$ cat src/rtl/triangular_call_issuer.sv
// Job FIFO + call issuer for the triangular HLS component: issues queued jobs on start/busy,
// collects done/stall returns into tagged in-order completions, and runs a drain/flush sequence.
// Optional macro TRIANGULAR_SKIP_ZERO_N_EN: n==0 jobs are retired locally instead of being issued.
module triangular_call_issuer #(
  parameter int DEPTH           = 4,
  parameter int MAX_OUTSTANDING = 8,
  parameter int TAG_W           = 8
) (
  input  logic                                 clock,
  input  logic                                 resetn,
  input  logic                                 job_valid,
  output logic                                 job_ready,
  input  logic [63:0]                          job_x,
  input  logic [63:0]                          job_A,
  input  logic [31:0]                          job_n,
  input  logic                                 flush,
  output logic                                 flush_done,
  output logic                                 start,
  input  logic                                 busy,
  output logic [63:0]                          x,
  output logic [63:0]                          A,
  output logic [31:0]                          n,
  input  logic                                 done,
  output logic                                 stall,
  output logic                                 cmpl_valid,
  input  logic                                 cmpl_ready,
  output logic [TAG_W-1:0]                     cmpl_tag,
  output logic [$clog2(MAX_OUTSTANDING+1)-1:0] inflight
);
  localparam int AW    = $clog2(DEPTH);
  localparam int PW    = AW + 1;
  localparam int INF_W = $clog2(MAX_OUTSTANDING+1);

  typedef struct packed {
    logic [63:0] x;
    logic [63:0] a;
    logic [31:0] n;
  } job_t;

  typedef enum logic [1:0] {S_RUN, S_DRAIN, S_FLUSH, S_IDLE} state_t;

  state_t            r_state, w_state_nxt;
  job_t              r_mem [DEPTH];
  logic [PW-1:0]     r_wptr, r_rptr;
  logic [INF_W-1:0]  r_inflight;
  logic [TAG_W-1:0]  r_issue_tag, r_retire_tag, r_cmpl_tag;
  logic              r_cmpl_valid, r_rdy;

  logic w_empty, w_full, w_run, w_push, w_pop, w_ret, w_skip, w_head_ok;
  job_t w_head;

  assign w_empty = (r_wptr == r_rptr);
  assign w_full  = (r_wptr[AW] != r_rptr[AW]) && (r_wptr[AW-1:0] == r_rptr[AW-1:0]);
  assign w_run   = (r_state == S_RUN);
  assign w_head  = r_mem[r_rptr[AW-1:0]];

`ifdef TRIANGULAR_SKIP_ZERO_N_EN
  // Zero-length jobs bypass the component once nothing is ahead of them, keeping tags in order.
  assign w_head_ok = (w_head.n != 32'd0);
  assign w_skip    = w_run && !w_empty && !w_head_ok && (r_inflight == '0) && !stall;
`else
  assign w_head_ok = 1'b1;
  assign w_skip    = 1'b0;
`endif

  assign job_ready  = r_rdy && !w_full && w_run;
  assign start      = !w_empty && w_run && (r_inflight < INF_W'(MAX_OUTSTANDING)) && w_head_ok;
  assign x          = w_head.x;
  assign A          = w_head.a;
  assign n          = w_head.n;
  assign stall      = r_cmpl_valid && !cmpl_ready;
  assign cmpl_valid = r_cmpl_valid;
  assign cmpl_tag   = r_cmpl_tag;
  assign inflight   = r_inflight;
  assign flush_done = (r_state == S_FLUSH);

  assign w_push = job_valid && job_ready;
  assign w_pop  = start && !busy;
  // A return with nothing outstanding is a protocol error and is dropped.
  assign w_ret  = done && !stall && (r_inflight != '0);

  always_comb begin
    w_state_nxt = r_state;
    case (r_state)
      S_RUN:   if (flush) w_state_nxt = S_DRAIN;
      S_DRAIN: if (r_inflight == '0 && !r_cmpl_valid) w_state_nxt = S_FLUSH;
      S_FLUSH: w_state_nxt = S_IDLE;
      S_IDLE:  if (!flush) w_state_nxt = S_RUN;
      default: w_state_nxt = S_RUN;
    endcase
  end

  always_ff @(posedge clock or negedge resetn) begin
    if (!resetn) begin
      r_state <= S_RUN;
      r_rdy   <= 1'b0;
    end else begin
      r_state <= w_state_nxt;
      r_rdy   <= 1'b1;
    end
  end

  always_ff @(posedge clock or negedge resetn) begin
    if (!resetn) begin
      for (int i = 0; i < DEPTH; i++) r_mem[i] <= '0;
      r_wptr <= '0;
      r_rptr <= '0;
    end else if (r_state == S_FLUSH) begin
      r_rptr <= r_wptr;
    end else begin
      if (w_push) begin
        r_mem[r_wptr[AW-1:0]] <= '{x: job_x, a: job_A, n: job_n};
        r_wptr <= r_wptr + PW'(1);
      end
      if (w_pop || w_skip) r_rptr <= r_rptr + PW'(1);
    end
  end

  always_ff @(posedge clock or negedge resetn) begin
    if (!resetn) begin
      r_inflight   <= '0;
      r_issue_tag  <= '0;
      r_retire_tag <= '0;
      r_cmpl_valid <= 1'b0;
      r_cmpl_tag   <= '0;
    end else begin
      case ({w_pop, w_ret})
        2'b10:   r_inflight <= r_inflight + INF_W'(1);
        2'b01:   r_inflight <= r_inflight - INF_W'(1);
        default: r_inflight <= r_inflight;
      endcase
      if (w_pop || w_skip) r_issue_tag <= r_issue_tag + TAG_W'(1);
      if (w_ret || w_skip) begin
        r_cmpl_valid <= 1'b1;
        r_cmpl_tag   <= r_retire_tag;
        r_retire_tag <= r_retire_tag + TAG_W'(1);
      end else if (cmpl_ready) begin
        r_cmpl_valid <= 1'b0;
      end
    end
  end

endmodule

$ cat config.mk
export PLATFORM = sky130hd
export DESIGN_NAME = triangular_call_issuer
export DESIGN_NICKNAME = d
export VERILOG_FILES = /design/src/rtl/triangular_call_issuer.sv
export SDC_FILE = /design/constraint.sdc
export NUM_CORES = 1
export LEC_CHECK = 0
export CORE_MARGIN = 3
export CORE_UTILIZATION = 40
export DETAILED_ROUTE_END_ITERATION = 8
export GPL_ROUTABILITY_DRIVEN = 0
export REMOVE_ABC_BUFFERS = 1
export SYNTH_ARGS = -nofsm -noshare
export SYNTH_HDL_FRONTEND = slang
export SYNTH_SLANG_ARGS = --single-unit
$ cat constraint.sdc
create_clock -name clock -period 5.2 [get_ports clock]
set_input_delay 1.04 -clock clock [delete_from_list [all_inputs] [get_ports clock]]
set_output_delay 1.04 -clock clock [all_outputs]
set_load 0.02 [all_outputs]
Word level (Yosys, flattened, before mapping)
Cells that the tools add are included.
{"block": "classes", "n_addsub": 5, "order_cmp": 4, "n_eq_ne": 11, "muxes": 15, "bitwise": 3, "n_reduce_logical": 26}
{"cell": "$bwmux W640", "n": 1}
{"cell": "$mux W160", "n": 3}
{"cell": "$bmux W160 S2", "n": 1}
{"cell": "$demux W160 S2", "n": 1}
{"cell": "$logic_and A1 B1 Y1", "n": 12}
{"cell": "$add A8 B1 Y8 const B", "n": 1}
{"cell": "$pmux W2 S4", "n": 1}
{"cell": "$pmux W4 S2", "n": 1}
{"cell": "$add A3 B1 Y3 const B", "n": 2}
{"cell": "$eq A2 B2 Y1 const B", "n": 3}
{"cell": "$ge A3 B3 Y1 const B", "n": 2}
{"cell": "$logic_not A1 Y1", "n": 6}
{"cell": "$mux W2", "n": 3}
{"cell": "$mux W3", "n": 2}
{"cell": "$ne A2 B2 Y1 const B", "n": 3}
{"cell": "$not A2 Y3", "n": 2}
{"cell": "$reduce_bool A2 Y1", "n": 3}
{"cell": "$add A4 B1 Y4 const B", "n": 1}
{"cell": "$eq A2 B1 Y1 const B", "n": 2}
{"cell": "$logic_not A4 Y1", "n": 1}
{"cell": "$lt A4 B4 Y1 const B", "n": 1}
{"cell": "$reduce_bool A4 Y1", "n": 1}
{"cell": "$sub A4 B1 Y4 const B", "n": 1}
{"cell": "$eq A3 B3 Y1", "n": 1}
{"cell": "8 further kinds", "n": 9}
{"block": "totals", "reg_bits": 670, "input_bits": 167, "output_inout_bits": 177, "word_cells": 84}

Depth between registers and ports, before layout
Gate-level depths: netlist of run 1.
{"block": "logic_depth", "ltp_word": 7, "ltp_mapped": 11, "depth_no_buf": 11}

Worst setup path after synthesis of run 1
Ideal clock, no wire load.
{"block": "synth_timing", "kind": "input to register", "start": "input port cmpl_ready", "end": "register r_inflight[3], in the netlist inflight[3]", "setup_ps": 80, "arrival_time_ps": 3039, "path_slack_ps": 2081, "stages": 9, "n_path_buf": 1, "cell_sequence": "nor2b_1 nor2_1 buf_2 ha_1 ha_1 a21o_1 a21oi_1 mux2i_1 xnor2_1"}
{"block": "synth_between", "elab_chain_len": 7, "elab_cells_between_ends": 9, "cone_classes": "2 x eq/ne; 1 x mux; 6 x reduce/logical"}
{"item": "start, declared", "line_no": "26", "text": "input logic cmpl_ready,"}
{"item": "$logic_not A1 Y1 *", "line_no": "71", "text": "assign stall = r_cmpl_valid && !cmpl_ready;"}
{"item": "$logic_and A1 B1 Y1 *", "line_no": "71"}
{"item": "$logic_not A1 Y1 *", "line_no": "80", "text": "assign w_ret = done && !stall && (r_inflight != '0);"}
{"item": "$logic_and A1 B1 Y1 * (2 in series)", "line_no": "80"}
{"item": "named net w_ret", "line_no": "49", "text": "logic w_empty, w_full, w_run, w_push, w_pop, w_ret, w_skip, w_head_ok;"}
{"item": "$eq A2 B1 Y1 or $eq A2 B2 Y1 (tied branches)", "line_no": "127", "text": "case ({w_pop, w_ret})"}
{"item": "$pmux W4 S2 or $reduce_bool A2 Y1 (tied branches)"}
{"item": "end signal, assigned", "line_no": "128", "text": "2'b10: r_inflight <= r_inflight + INF_W'(1);"}
{"item": "end signal, assigned", "line_no": "129", "text": "2'b01: r_inflight <= r_inflight - INF_W'(1);"}
{"item": "end signal, assigned", "line_no": "130", "text": "default: r_inflight <= r_inflight;"}
{"item": "end, declared", "line_no": "45", "text": "logic [INF_W-1:0] r_inflight;"}
Mark *: on every way through the listed nets, which the timed path passes. The rest lies on a longest branch.
A chain may end at the register's enable or synchronous reset.

Final worst setup path of run 1
{"block": "layout_timing", "start": "register r_rptr[1]", "end": "output port n[24]"}
{"block": "layout_between", "elab_chain_len": 4}
{"item": "start, declared", "line_no": "44", "text": "logic [PW-1:0] r_wptr, r_rptr;"}
{"item": "start signal, assigned", "line_no": "109", "text": "r_rptr <= r_wptr;"}
{"item": "start signal, assigned", "line_no": "115", "text": "if (w_pop || w_skip) r_rptr <= r_rptr + PW'(1);"}
{"item": "$not A2 Y3 (implied by the code)", "line_no": "55", "text": "assign w_head = r_mem[r_rptr[AW-1:0]];"}
{"item": "$bmux W160 S2", "line_no": "55"}
{"item": "$mux W160 (implied by the code) (2 in series)", "line_no": "55"}
{"item": "end, declared", "line_no": "22", "text": "output logic [31:0] n,"}
No other way between the ends. The select of a mux whose other input is x is not followed.

==> impl_metrics.xml, run 1 <==
<?xml version="1.0" encoding="UTF-8"?>
<metrics>
  <group name="timing">
    <metric name="worst_pin_slew" unit="ns">0.967</metric>
    <metric name="final.setup.worst_slack" unit="ns">1.09</metric>
    <metric name="clock-skew-final" unit="ns">0.0300</metric>
    <metric name="max_freq" unit="GHz">0.243</metric>
    <metric name="slew-limit-headroom" unit="%">35.5</metric>
    <metric name="setup_violations" unit="">0</metric>
    <metric name="rsz_0062_raised_after_global_routing" unit="">false</metric>
    <metric name="setup_tns" unit="ns">0</metric>
    <metric name="drv_slew" unit="">0</metric>
    <metric name="shortest_clock_period_the_worst_path_allows_after_layout" unit="ns">4.11</metric>
    <metric name="layout_worst_path_cycle_share" unit="%">79.1</metric>
    <metric name="finalHoldViolations" unit="">0</metric>
  </group>
  <group name="floorplanning">
    <metric name="core_region_area" unit="µm²">76500</metric>
    <metric name="fp.dieArea" unit="µm²">81100</metric>
    <metric name="placement_rows" unit="">101</metric>
    <metric name="die_w" unit="µm">285</metric>
    <metric name="die_h" unit="µm">285</metric>
    <metric name="top_level_ports" unit="">344</metric>
    <metric name="initial_utilization" unit="%">40.6</metric>
  </group>
  <group name="cts">
    <metric name="cts_hold_buffers" unit="">0</metric>
    <metric name="worstSkewPairLatency" unit="ns">0.62</metric>
    <metric name="cts_tree" unit="">done</metric>
    <metric name="cts_post_setup_buffers_inserted" unit="">0</metric>
    <metric name="numCtsBuffers" unit="">77</metric>
    <metric name="cts_resized" unit="">0</metric>
    <metric name="clock_path_buffers" unit="">3</metric>
    <metric name="ctsHtreeMaxLevel" unit="">3</metric>
    <metric name="clkTransAtPathRegs" unit="ns">0.06</metric>
    <metric name="clock_sinks" unit="">670</metric>
    <metric name="cts_root_buffer" unit="">clkbuf_16</metric>
  </group>
  <group name="hold_path">
    <metric name="hold_path.class" unit="">reg2reg</metric>
  </group>
  <group name="place">
    <metric name="place.port_buffers" unit="">343</metric>
    <metric name="postPlaceCellArea" unit="µm²">35300</metric>
    <metric name="dp.final_hpwl" unit="mm">45.5</metric>
    <metric name="post_place_setup_slack" unit="ns">1.58</metric>
  </group>
  <group name="setup_path">
    <metric name="critical_path_class" unit="">reg2out</metric>
    <metric name="critPathLaunchType" unit="">register</metric>
    <metric name="arrival" unit="ns">3.07</metric>
    <metric name="worstPathMaxFanout" unit="">48</metric>
    <metric name="crit_required" unit="ns">4.16</metric>
    <metric name="setup.worst_path.end_class" unit="">output port</metric>
  </group>
  <group name="logic_synthesis">
    <metric name="synth_flop_cell" unit="">dfrtp_1</metric>
    <metric name="yosys.cell_count.top_type" unit="">dfrtp_1</metric>
    <metric name="synth_enable_flop_cells" unit="">0</metric>
    <metric name="asyncSetResetFlopFracSynth" unit="%">100</metric>
    <metric name="synthesis.area_per_instance" unit="µm²">18.5</metric>
    <metric name="synth.yosys.seq_area_share" unit="%">54.0</metric>
    <metric name="yosys.area.top_type" unit="">dfrtp_1</metric>
    <metric name="post_synth_instance_area" unit="µm²">31100</metric>
    <metric name="ys_warn_count" unit="">0</metric>
    <metric name="synth_top_cells_by_count" unit="">dfrtp_1 (670), mux2_4 (390), mux2_2 (261), mux4_2 (160), buf_12 (43)</metric>
    <metric name="synthesis.instances" unit="">1681</metric>
    <metric name="synth_cell_types" unit="">36</metric>
    <metric name="ys_top_cells_by_area" unit="">dfrtp_1 (54%), mux2_4 (19%), mux4_2 (12%)</metric>
    <metric name="post-synth-top-area-fraction" unit="%">54.0</metric>
    <metric name="synth_seq_cells" unit="">670</metric>
  </group>
  <group name="layout">
    <metric name="fill_cells" unit="">6370</metric>
    <metric name="area_growth_syn_to_layout" unit="%">22.2</metric>
    <metric name="fin_nets" unit="">2231</metric>
    <metric name="drive_above_1_share" unit="%">47.3</metric>
    <metric name="fin_area" unit="µm²">38000</metric>
    <metric name="final_core_util" unit="%">49.7</metric>
  </group>
  <group name="run_status">
    <metric name="run_status" unit="">finished clean</metric>
  </group>
  <group name="flow_run">
    <metric name="max_cap_viol_count" unit="">0</metric>
  </group>
  <group name="routing">
    <metric name="routed_wire_length_per_instance" unit="µm">22.9</metric>
    <metric name="vias" unit="">16117</metric>
    <metric name="routed_wirelength" unit="mm">72.0</metric>
    <metric name="dr.pass1.iters" unit="">4</metric>
    <metric name="drcViolationCount" unit="">0</metric>
    <metric name="postRouteAntennaNets" unit="">0</metric>
    <metric name="post_drt_via_cell_ratio" unit="">5.12</metric>
    <metric name="violation_count_after_the_first_detailed_routing_iteration" unit="">701</metric>
  </group>
  <group name="global_routing">
    <metric name="antenna_violations_before_repair" unit="">11</metric>
    <metric name="vias_in_the_first_global_route" unit="">18701</metric>
    <metric name="grt_first_pass_wirelength" unit="mm">115</metric>
    <metric name="grt_start_max_net_pins" unit="">111</metric>
    <metric name="grt_use_total" unit="%">18.0</metric>
    <metric name="global_route.overflow_total" unit="">0</metric>
  </group>
  <group name="power_and_ir_drop">
    <metric name="power.clock.fraction" unit="%">23.4</metric>
    <metric name="power.ir.vdd_worst" unit="µV">407</metric>
    <metric name="power.internal" unit="mW">16.3</metric>
    <metric name="swShare" unit="%">31.0</metric>
    <metric name="pwr_total" unit="mW">23.6</metric>
    <metric name="seq_power_share" unit="%">36.0</metric>
    <metric name="power.net_switching" unit="mW">7.33</metric>
    <metric name="power.density" unit="nW/µm²">623</metric>
    <metric name="cellLeakagePower" unit="nW">16.8</metric>
    <metric name="combinationalPowerShare" unit="%">40.6</metric>
  </group>
</metrics>
-- logic make-up after synthesis --
kind of cell | after synthesis | share of synthesized area (%)
multiplexers | 814 | 40.0
flip-flops | 670 | 54.0
buffers and inverters | 120 | 4.03
AND/OR/NAND/NOR | 31 | 0.519
XOR/XNOR | 17 | 0.527
adder cells (fa/ha/maj) | 15 | 0.628
AO/OA/AOI/OAI | 13 | 0.334
other | 1 | 0.0121
-- cell type report --
class / instances / area (µm²) / area share [%]
clock buffer: 115 / 2290 / 6.04
sequential: 670 / 16800 / 44.2
inverter: 10 / 37.5 / 0.0989
clock inverter: 24 / 320 / 0.844
timing repair buffer: 399 / 4160 / 11.0
multi-input combinational: 891 / 13100 / 34.4
antenna: 8 / 20.0 / 0.0527
tap: 1030 / 1290 / 3.39
-- final timing paths --
path / startpoint / endpoint / slack [ns] / cells after the start
max: r_rptr[1]$_DFFE_PN0P_ / n[24] / 1.09 / 3
min: r_retire_tag[7]$_DFFE_PN0P_ / r_retire_tag[7]$_DFFE_PN0P_ / 0.48 / 1
max reg2reg: r_rptr[1]$_DFFE_PN0P_ / inflight[3]$_DFFE_PN0P_ / 1.60 / 9
max in group asynchronous: resetn / r_mem[545]$_DFFE_PN0P_ / 3.54 / 2
min reg2reg: r_retire_tag[7]$_DFFE_PN0P_ / r_retire_tag[7]$_DFFE_PN0P_ / 0.48 / 1
min in group asynchronous: resetn / r_mem[179]$_DFFE_PN0P_ / 0.50 / 1
-- per-layer routing --
metal	wire [µm]	part of all wire [%]	GRT usage [%]	vias up
met5	65	0.090	0	-
met4	1500	2.1	4.85	10
met3	3860	5.4	4.60	111
met2	34900	49	29.2	290
met1	31700	44	24.0	8713
li1	-	-	-	6993
-- layout by cell type, fill, tap and decap left out, types with 11 or more instances in the layout --
master           synthesis  routed
ha_1                    14      14
clkinv_2                 0      12
clkbuf_1                15      18
clkdlybuf4s50_1          0     342
buf_12                  43      24
mux2_4                 390     390
mux2_2                 261     261
dfrtp_1                670     668
mux4_2                 160     160
clkbuf_8                 0      18
buf_4                    8      32
clkbuf_16                0      79
xnor2_1                 11      11
-- worst max-delay path: stages, from the launching register on --
cell	delay (ns)
dfrtp_4	1.06
buf_4	0.41
mux4_2	0.34
clkdlybuf4s50_1	0.59
-- stage by stage --
step,std cells,hold slack [ns]
floorplan,1571,0.440
global placement,3000,0.464
detailed placement,3000,0.469
CTS,3139,0.479
global route,3142,0.512
finish,3147,0.480
-- sequential cells by signal (all words and copies together), names as in the netlist --
name,count
r_mem,640
cmpl_tag,8
r_retire_tag,8
inflight,4
r_rptr,3
r_wptr,3
r_state,2
cmpl_valid,1
r_rdy,1
-- power by group through the flow --
stage                     registers [mW]  clock network, mW  logic (mW)
after floorplan                     8.45                  0        6.43
after global placement              8.45                  0        9.62
after detailed placement            8.55                  0        9.73
after CTS                           8.51               5.71        9.78
after global routing                8.78               5.93        10.2
final                               8.51               5.53        9.59
No activity file was read; power rests on OpenSTA's default activity.
==> inputs of run 2 (changes only) <==
==> constraint.sdc (replaced) <==
create_clock -name clock -period 3.4 [get_ports clock]
set_input_delay 0.68 -clock clock [delete_from_list [all_inputs] [get_ports clock]]
set_output_delay 0.68 -clock clock [all_outputs]
set_load 0.02 [all_outputs]
==> run 2 against run 1 <==
  * Sequential power is 50% higher
  * Combinational power is 54% higher
  * Clock skew is 0.0078 ns lower
  * Largest cell class unchanged
==> impl_metrics.xml, run 2 (same netlist as run 1, synthesis figures left out) <==
<?xml version="1.0" encoding="UTF-8"?>
<metrics>
  <group name="floorplanning">
    <metric name="core_region_area" unit="µm²">76500</metric>
    <metric name="placement_rows" unit="">101</metric>
    <metric name="fp.dieArea" unit="µm²">81100</metric>
    <metric name="die_h" unit="µm">285</metric>
    <metric name="top_level_ports" unit="">344</metric>
    <metric name="die_w" unit="µm">285</metric>
    <metric name="initial_utilization" unit="%">40.6</metric>
  </group>
  <group name="routing">
    <metric name="post_drt_via_cell_ratio" unit="">5.15</metric>
    <metric name="drcViolationCount" unit="">0</metric>
    <metric name="vias" unit="">16369</metric>
    <metric name="routed_wirelength" unit="mm">72.4</metric>
    <metric name="violation_count_after_the_first_detailed_routing_iteration" unit="">662</metric>
    <metric name="dr.pass1.iters" unit="">4</metric>
    <metric name="postRouteAntennaNets" unit="">0</metric>
    <metric name="routed_wire_length_per_instance" unit="µm">22.8</metric>
  </group>
  <group name="timing">
    <metric name="worst_pin_slew" unit="ns">0.708</metric>
    <metric name="shortest_clock_period_the_worst_path_allows_after_layout" unit="ns">3.30</metric>
    <metric name="finalHoldViolations" unit="">0</metric>
    <metric name="layout_worst_path_cycle_share" unit="%">96.9</metric>
    <metric name="clock-skew-final" unit="ns">0.0222</metric>
    <metric name="setup_violations" unit="">0</metric>
    <metric name="setup_tns" unit="ns">0</metric>
    <metric name="max_freq" unit="GHz">0.303</metric>
    <metric name="final.setup.worst_slack" unit="ns">0.104</metric>
    <metric name="slew-limit-headroom" unit="%">52.8</metric>
    <metric name="drv_slew" unit="">0</metric>
  </group>
  <group name="cts">
    <metric name="worstSkewPairLatency" unit="ns">0.60</metric>
    <metric name="clock_path_buffers" unit="">3</metric>
    <metric name="numCtsBuffers" unit="">75</metric>
    <metric name="clock_sinks" unit="">670</metric>
    <metric name="ctsHtreeMaxLevel" unit="">3</metric>
    <metric name="clkTransAtPathRegs" unit="ns">0.06</metric>
    <metric name="cts_tree" unit="">done</metric>
    <metric name="cts_hold_buffers" unit="">0</metric>
    <metric name="cts_root_buffer" unit="">clkbuf_16</metric>
  </group>
  <group name="power_and_ir_drop">
    <metric name="cellLeakagePower" unit="nW">17.3</metric>
    <metric name="pwr_total" unit="mW">35.8</metric>
    <metric name="power.internal" unit="mW">24.6</metric>
    <metric name="swShare" unit="%">31.2</metric>
    <metric name="combinationalPowerShare" unit="%">41.2</metric>
    <metric name="power.density" unit="nW/µm²">935</metric>
    <metric name="power.ir.vdd_worst" unit="µV">530</metric>
    <metric name="power.net_switching" unit="mW">11.2</metric>
    <metric name="seq_power_share" unit="%">35.8</metric>
    <metric name="power.clock.fraction" unit="%">23.0</metric>
  </group>
  <group name="global_routing">
    <metric name="antenna_violations_before_repair" unit="">12</metric>
    <metric name="global_route.overflow_total" unit="">0</metric>
    <metric name="grt_use_total" unit="%">17.9</metric>
    <metric name="grt_start_max_net_pins" unit="">85</metric>
    <metric name="grt_first_pass_wirelength" unit="mm">115</metric>
    <metric name="vias_in_the_first_global_route" unit="">18876</metric>
  </group>
  <group name="setup_path">
    <metric name="arrival" unit="ns">2.62</metric>
    <metric name="worstPathMaxFanout" unit="">15</metric>
    <metric name="crit_path_top_delay_cell" unit="">clkdlybuf4s50_1</metric>
    <metric name="crit_required" unit="ns">2.72</metric>
    <metric name="cp_cell_sequence" unit="">buf_16 -&gt; buf_12 -&gt; mux4_2 -&gt; clkdlybuf4s50_1</metric>
    <metric name="setup.worst_path.end_class" unit="">output port</metric>
    <metric name="cpPeakStageDelay" unit="ns">0.59</metric>
    <metric name="critPathLaunchType" unit="">register</metric>
    <metric name="worstPathBufferInverterCount" unit="">3</metric>
    <metric name="critical_path_class" unit="">reg2out</metric>
    <metric name="cpLargestDelayFamily" unit="">buffers and inverters</metric>
  </group>
  <group name="place">
    <metric name="postPlaceCellArea" unit="µm²">35700</metric>
    <metric name="placed_cells" unit="">3031</metric>
    <metric name="dp.final_hpwl" unit="mm">46.9</metric>
    <metric name="place.port_buffers" unit="">343</metric>
    <metric name="post_place_setup_slack" unit="ns">0.530</metric>
  </group>
  <group name="layout">
    <metric name="fill_cells" unit="">6349</metric>
    <metric name="fin_area" unit="µm²">38300</metric>
    <metric name="final_common_cell" unit="">dfrtp_1</metric>
    <metric name="fin_nets" unit="">2269</metric>
    <metric name="largest_reg_flops" unit="">640</metric>
    <metric name="area_growth_syn_to_layout" unit="%">23.3</metric>
    <metric name="drive_above_1_share" unit="%">48.2</metric>
    <metric name="post_layout_nonfiller_instances" unit="">3181</metric>
    <metric name="final_cell_mix" unit="">dfrtp_1 (668), mux2_4 (390), mux2_2 (261)</metric>
    <metric name="max_flop_register" unit="">r_mem</metric>
  </group>
  <group name="hold_path">
    <metric name="hold_path.class" unit="">in2async</metric>
  </group>
  <group name="flow_run">
    <metric name="max_cap_viol_count" unit="">0</metric>
  </group>
  <group name="run_status">
    <metric name="run_status" unit="">finished clean</metric>
  </group>
</metrics>
==> run 2: changes by cell type in the layout (fill, tap and decap cells not counted), moves of 2 or more <==
cell,previous run,this run
buf_16,0,2
clkinv_8,1,4
dlygate4sd2_1,0,80
buf_4,32,53
clkbuf_1,18,16
inv_16,2,0
buf_12,24,37
buf_6,0,2
clkbuf_8,18,15
clkdlybuf4s50_1,342,259
dlymetal6s2s_1,0,3
==> run 2: layout make-up <==
type | instances | area (µm²) | share of cell area (%)
Multi-Input combinational cell | 891 | 13100 | 34.1
Antenna cell | 9 | 22.5 | 0.0588
Timing Repair Buffer | 439 | 4610 | 12.0
Inverter | 10 | 37.5 | 0.0979
Clock inverter | 24 | 318 | 0.829
Clock buffer | 108 | 2190 | 5.72
Sequential cell | 670 | 16800 | 43.8
Tap cell | 1030 | 1290 | 3.36
==> run 2: power groups by stage <==
stage	clock, mW	combinational [mW]	sequential, mW
after floorplan	0	9.31	12.8
after global routing	8.83	15.7	13.2
after detailed placement	0	15.3	12.9
after CTS	8.49	14.9	12.8
after global placement	0	15.1	12.8
final	8.23	14.8	12.8
==> run 2: metal layers <==
metal / part of all wire [%] / up-vias / global-route usage (%)
met5: 0.083 / - / 0
met4: 2.4 / 8 / 5.25
li1: - / 7075 / -
met2: 49 / 315 / 29.5
met1: 44 / 8861 / 23.7
met3: 4.9 / 110 / 4.26
==> run 2: through the flow <==
step,hold slack [ns],utilization [%]
after detailed placement,0.481,46.8
after global placement,0.475,46.8
final,0.0389,50.1
after global routing,0.0594,50.1
after CTS,0.0497,50.0
after floorplan,0.384,-
==> run 2: timing repair <==
item / 4_1_cts / 5_1_grt
resized for setup: 83 / 4
pin swaps: 0 / 0
buffers inserted: 5 / 2
cloned: 0 / 2
endpoints found under the setup margin: 105 / 35
==> run 2: worst paths after layout <==
| check | startpoint | endpoint | slack, ns | cells after the start |
|---|---|---|---|---|
| hold / removal | resetn | r_mem[27]$_DFFE_PN0P_ | 0.04 | 1 |
| hold reg to reg | r_retire_tag[7]$_DFFE_PN0P_ | r_retire_tag[7]$_DFFE_PN0P_ | 0.50 | 1 |
| max in group asynchronous | resetn | r_mem[261]$_DFFE_PN0P_ | 2.17 | 3 |
| setup / recovery | r_rptr[0]$_DFFE_PN0P_ | x[15] | 0.10 | 4 |
| min in group clock | r_retire_tag[7]$_DFFE_PN0P_ | r_retire_tag[7]$_DFFE_PN0P_ | 0.50 | 1 |
| setup reg to reg | r_rptr[0]$_DFFE_PN0P_ | inflight[3]$_DFFE_PN0P_ | 0.68 | 10 |
==> run 2: worst reg2reg max path: cells and delay by family, from the launching register on <==
| family | cells | cell delay [ns] |
|---|---|---|
| fa+ha+maj | 2 | 0.52 |
| mux | 1 | 0.24 |
| xor+xnor | 2 | 0.34 |
| flops | 1 | 0.52 |
| compound gates | 3 | 0.75 |
| buf+inv | 2 | 0.28 |
==> inputs of run 3 (changes only) <==
--- a/config.mk
+++ b/config.mk
@@ -7,6 +7,7 @@
 export LEC_CHECK = 0
 export CORE_MARGIN = 3
 export CORE_UTILIZATION = 40
+export CTS_CLUSTER_SIZE = 30
 export DETAILED_ROUTE_END_ITERATION = 8
 export GPL_ROUTABILITY_DRIVEN = 0
 export REMOVE_ABC_BUFFERS = 1
==> results of run 3 <==
Same layout as run 2: the final DEF is identical, and so are final timing and power.
